`src/rtl/core_writeback_arbiter.sv`:
```
// core_writeback_arbiter
//   Collects results from the execution units (alu_a, alu_b, mul, ldst) into
//   one-entry holding slots. A round-robin arbiter drains up to two slots per
//   cycle onto register-file write ports A and B.
//
//   Optional build macro WB_CONFLICT_CNT_EN adds conflict_cnt. This 16-bit
//   saturating counter counts cycles in which a full slot was left ungranted.
//
// Ports:
//   clk, rst_n        clock, asynchronous active-low reset
//   flush             synchronous discard of all held results
//   req_valid[i]      result valid from requester i
//   req_ready[i]      slot i free (registered, = !full)
//   req_rd/req_value  packed per-requester destination register / result
//   wr_en_a/b         write port enables (registered)
//   wr_r_a/b          write port register numbers (registered)
//   wr_value_a/b      write port data (registered)
//   busy              any slot full
//   conflict_cnt      (WB_CONFLICT_CNT_EN only) stalled-slot cycle counter
module core_writeback_arbiter #(
  parameter int N_REQ = 4,
  parameter int RW    = 4,
  parameter int W     = 32
) (
  input  logic                 clk,
  input  logic                 rst_n,
  input  logic                 flush,
  input  logic [N_REQ-1:0]     req_valid,
  output logic [N_REQ-1:0]     req_ready,
  input  logic [N_REQ*RW-1:0]  req_rd,
  input  logic [N_REQ*W-1:0]   req_value,
  output logic                 wr_en_a,
  output logic [RW-1:0]        wr_r_a,
  output logic [W-1:0]         wr_value_a,
  output logic                 wr_en_b,
  output logic [RW-1:0]        wr_r_b,
  output logic [W-1:0]         wr_value_b,
  output logic                 busy
`ifdef WB_CONFLICT_CNT_EN
  ,
  output logic [15:0]          conflict_cnt
`endif
);

  localparam int IW = (N_REQ > 1) ? $clog2(N_REQ) : 1;

  logic [N_REQ-1:0] slot_vld_p0;
  logic [RW-1:0]    slot_rd_p0    [N_REQ];
  logic [W-1:0]     slot_value_p0 [N_REQ];
  logic [IW-1:0]    rr_ptr;

  logic             a_vld, b_vld;
  logic [IW-1:0]    a_idx, b_idx, idx, last_idx, rr_next;
  logic [N_REQ-1:0] grant_mask;
  logic [N_REQ-1:0] cap;

  assign req_ready = ~slot_vld_p0;
  assign busy      = |slot_vld_p0;
  assign cap       = req_valid & ~slot_vld_p0;

  // Arbitration over the registered full flags. A slot whose rd matches
  // port A's rd is skipped, so both ports never write the same register.
  always_comb begin
    a_vld      = 1'b0;
    b_vld      = 1'b0;
    a_idx      = '0;
    b_idx      = '0;
    idx        = '0;
    grant_mask = '0;
    for (int k = 0; k < N_REQ; k++) begin
      idx = IW'((int'(rr_ptr) + k) % N_REQ);
      if (slot_vld_p0[idx]) begin
        if (!a_vld) begin
          a_vld = 1'b1;
          a_idx = idx;
        end else if (!b_vld && (slot_rd_p0[idx] != slot_rd_p0[a_idx])) begin
          b_vld = 1'b1;
          b_idx = idx;
        end
      end
    end
    if (a_vld) grant_mask[a_idx] = 1'b1;
    if (b_vld) grant_mask[b_idx] = 1'b1;
    last_idx = b_vld ? b_idx : a_idx;
    rr_next  = a_vld ? IW'((int'(last_idx) + 1) % N_REQ) : rr_ptr;
  end

  // Stage p0: holding slots (control flags, round-robin pointer)
  always_ff @(posedge clk or negedge rst_n) begin
    if (!rst_n) begin
      slot_vld_p0 <= '0;
      rr_ptr      <= '0;
    end else if (flush) begin
      slot_vld_p0 <= '0;
    end else begin
      slot_vld_p0 <= (slot_vld_p0 & ~grant_mask) | cap;
      rr_ptr      <= rr_next;
    end
  end

  always_ff @(posedge clk) begin
    for (int i = 0; i < N_REQ; i++) begin
      if (cap[i] && !flush) begin
        slot_rd_p0[i]    <= req_rd[i*RW +: RW];
        slot_value_p0[i] <= req_value[i*W +: W];
      end
    end
  end

  // Stage p1: registered write ports; data holds when a port is idle
  always_ff @(posedge clk or negedge rst_n) begin
    if (!rst_n) begin
      wr_en_a    <= 1'b0;
      wr_en_b    <= 1'b0;
      wr_r_a     <= '0;
      wr_r_b     <= '0;
      wr_value_a <= '0;
      wr_value_b <= '0;
    end else if (flush) begin
      wr_en_a <= 1'b0;
      wr_en_b <= 1'b0;
    end else begin
      wr_en_a <= a_vld;
      wr_en_b <= b_vld;
      if (a_vld) begin
        wr_r_a     <= slot_rd_p0[a_idx];
        wr_value_a <= slot_value_p0[a_idx];
      end
      if (b_vld) begin
        wr_r_b     <= slot_rd_p0[b_idx];
        wr_value_b <= slot_value_p0[b_idx];
      end
    end
  end

`ifdef WB_CONFLICT_CNT_EN
  function automatic logic [15:0] sat_inc(input logic [15:0] x);
    return (x == 16'hFFFF) ? x : x + 16'd1;
  endfunction

  logic [N_REQ-1:0] left_mask;
  assign left_mask = slot_vld_p0 & ~grant_mask;

  always_ff @(posedge clk or negedge rst_n) begin
    if (!rst_n) begin
      conflict_cnt <= '0;
    end else if (flush) begin
      conflict_cnt <= '0;
    end else if (|left_mask) begin
      conflict_cnt <= sat_inc(conflict_cnt);
    end
  end
`endif

endmodule
```
`config.mk`:
```
export PLATFORM = sky130hd
export DESIGN_NAME = core_writeback_arbiter
export DESIGN_NICKNAME = d
export VERILOG_FILES = /design/src/rtl/core_writeback_arbiter.sv
export SDC_FILE = /design/constraint.sdc
export NUM_CORES = 1
export LEC_CHECK = 0
export ABC_CLOCK_PERIOD_IN_PS = 5700
export BUFFER_PORTS_ARGS = -buffer_cell sky130_fd_sc_hd__buf_2
export CAP_MARGIN = 20
export CORE_MARGIN = 8
export CORE_UTILIZATION = 50
export CTS_BUF_LIST = sky130_fd_sc_hd__clkbuf_2
export DETAILED_ROUTE_END_ITERATION = 10
export PLACE_DENSITY_LB_ADDON = 0.25
export SYNTH_ARGS = -nofsm -noshare
export SYNTH_HDL_FRONTEND = slang
export SYNTH_SLANG_ARGS = --single-unit
```
`constraint.sdc`:
```
create_clock -name clk -period 5.7 [get_ports clk]
set_input_delay 0 -clock clk [delete_from_list [all_inputs] [get_ports clk]]
set_output_delay 0 -clock clk [all_outputs]
set_load 0.02 [all_outputs]
```
==> results.toml <==
[outcome]
status = "completed"

[sta]
rsz0062_at_grt = "false"
maxSlewViolCount = 0
setup_viol = 0
slew_headroom = 0.259
fin_crit_sh = 0.854
setup_tns_ns = 0
skew_ns = 0.0956
layout_min_cycle_time_ns = 4.87
fmax_ghz = 0.205
hold_viol = 0
setup_ws_ns = 0.830
worst_slew_pin_slew_ns = 1.11

[synthesis]
yosys_register_bits = 224
synth-edff-count = 144
synth_fp_nets = 1687
netlist-cell-type-count = 63
synth-main-ff-cell = "edfxtp_1"
synthesis.area_um2 = 14300
yosysTopAreaCellShare = 0.303
yosys.area.top_type = "edfxtp_1"
ys.warnings.count = 0
async_flop_share = 0.357
yosys-top-cells-area = "edfxtp_1 (30%), dfrtp_1 (14%), nor2_1 (4.9%)"
synthCells = 1535
syn-mean-instance-area_um2 = 9.29
ys_seq_area_frac = 0.444

[floorplan]
io_pins = 230
die_x_um = 185
dieHeight_um = 185
dieArea_um2 = 34200
coreArea_um2 = 28400
start_util = 0.502
fp-row-count = 62

[global_route]
grt_pass1_wl_mm = 82.6
grt_pass1_vias = 15089
grt_max_degree = 105
grt_overflow = 0
antenna_found_initial = 2
grt_usage = 0.304

[setup_path]
cp.arrival_ns = 5.60
endpoint_kind = "flip-flop"
crit_required_ns = 6.43
start_kind = "flip-flop"
critical_path.max_fanout = 36
worstSetupPathType = "flip-flop to flip-flop"

[cts]
post_cts_resized = 0
tritoncts = "done"
numCtsBuffers = 59
htreeDepth = 2
cts_sinks = 224
clock-root-buffer = "clkbuf_2"
clock_latency_ns = 0.91
clk_pin_slew_worst_paths_ns = 0.11
clk_path_buf_depth = 3

[detailed_routing]
vias_per_cell = 6.21
routed_wl_mm = 53.0
drt_iter0_drc = 2074
antenna_left = 0
vias = 15175
drc = 0
dr.pass1.iters = 6
detail_route.wl_per_cell_um = 21.7

[pwr]
seqPwrFrac = 0.219
comb_power_share = 0.667
p_int_mw = 5.35
powerDensity_nw_per_um2 = 592
ir_drop_v = 0.000446
netSwitchingFraction = 0.530
p_sw_mw = 6.03
p_clk_frac = 0.114
p_leak_nw = 7.85

[cells_and_area]
drive_above_1_share = 0.227
fin_nets = 2157
synthToLayoutAreaGrowth_pct = 34.9
final_cell_mix = "dlygate4sd3_1 (295), buf_2 (228), nor2_1 (186)"
final_common_cell = "dlygate4sd3_1"

[placed_design]
place.gp.congestion = 0.916
pre_cts_ws_ns = 0.970
port_buffers = 229
hpwl_mm = 29.7

[hold_path]
hold_class = "primary input to flip-flop"

[flow_run]
maxCapViolCount = 0
## worst max-delay path: stages, from the launching register on
cell      delay (ns)
dfrtp_1         0.62
mux2i_1         0.18
mux2i_1         0.17
ha_1            0.24
inv_1           0.18
mux2i_2         0.19
buf_4           0.23
mux2i_1         0.27
a221oi_1        0.13
a22oi_1         0.50
o31a_2          0.25
buf_4           0.48
and2_2          0.49
buf_4           0.34
a221oi_1        0.13
o211ai_1        0.25
a31oi_1         0.12
## worst paths after layout
path	from	end	slack [ns]	cells after the start
worst max-delay path	slot_vld_p0[2]$_DFF_PN0_	wr_value_b[13]$_DFFE_PN0P_	0.83	16
worst min-delay path	flush	slot_vld_p0[3]$_DFF_PN0_	0.1	5
worst max register to register	slot_vld_p0[2]$_DFF_PN0_	wr_value_b[13]$_DFFE_PN0P_	0.83	16
worst min register to register	wr_value_a[22]$_DFFE_PN0P_	wr_value_a[22]$_DFFE_PN0P_	0.50	2
max in group asynchronous	rst_n	rr_ptr[0]$_DFFE_PN0P_	4.58	4
min in group asynchronous	rst_n	wr_r_a[2]$_DFFE_PN0P_	0.16	4
## synthesized netlist by cell type, drive strengths merged, types with 2 or more instances
master / n
o21ai: 87
nand4b: 2
buf: 44
o211ai: 119
a221oi: 42
o21bai: 2
and3: 5
nor2b: 3
a31o: 41
clkbuf: 107
nand2: 97
o21a: 5
o221ai: 4
a31oi: 78
o32ai: 3
nand2b: 37
mux2: 2
inv: 122
o32a: 2
or2: 2
nor3: 4
a22oi: 2
dfrtp: 80
or4: 2
mux2i: 27
a21oi: 82
mux4: 11
o22ai: 32
nand3: 6
nand4: 8
nor2: 186
xnor2: 8
edfxtp: 144
a211o: 77
a211oi: 37
nor4: 2
and2: 6
## cell families (layout without fill, tap and decap cells)
group,count (synthesis),in the layout,synth area share
fa+ha+maj,2,2,0.00158
simple gates,362,362,0.110
xor+xnor,8,8,0.00491
mux,40,40,0.0382
other cells,0,4,0
compound gates,625,625,0.320
buf+inv,274,794,0.0813
flops,224,224,0.444
## what timing repair did
item                      CTS  global route
hold endpoints to repair  265            73
setup buffers               0             0
hold buffers              292             4
## state kept, by name (all words and copies together) (netlist names)
name and cells:
rr_ptr 2, wr_en_a 1, wr_value_b 32, slot_vld_p0 4, wr_r_a 4, slot_rd_p0 16
wr_value_a 32, slot_value_p0 128, wr_r_b 4, wr_en_b 1
## power groups by stage
stage	logic [mW]	registers (mW)	clock network, mW
floorplan	5.13	2.69	0
global placement	7.08	2.50	0
detailed placement	7.20	2.51	0
CTS	7.37	2.47	1.29
global route	8.17	2.53	1.41
finish	7.59	2.49	1.30
## metal layers
| metal | share of wire | global-route usage | vias up | wire (µm) |
|---|---|---|---|---|
| li1 | - | - | 6768 | - |
| met5 | 0 | 0 | - | 0 |
| met4 | 0.045 | 0.149 | 0 | 2360 |
| met2 | 0.47 | 0.498 | 1013 | 25200 |
| met3 | 0.092 | 0.0598 | 211 | 4880 |
| met1 | 0.39 | 0.382 | 7183 | 20600 |
## metrics by stage
stage	std cells	util	instance area [µm²]	power, mW	hold slack, ns
after floorplan	1535	-	14300	7.82	-0.296
after global placement	2028	0.548	15600	9.58	-0.0125
after detailed placement	2028	0.548	15600	9.71	-0.0137
after CTS	2431	0.673	19100	11.1	0.0258
after global routing	2441	0.677	19200	12.1	0.117
final	2443	0.677	19200	11.4	0.0951
## layout make-up
class / count / area (µm²)
Clock inverter: 29 / 201
Tap cell: 384 / 480
Timing Repair Buffer: 560 / 4490
Fill cell: 2109 / 9160
Multi-Input combinational cell: 1037 / 6850
Sequential cell: 224 / 6330
Inverter: 123 / 462
Antenna cell: 4 / 10.0
Clock buffer: 82 / 410
Note: power is estimated with default switching activity, not from simulation.
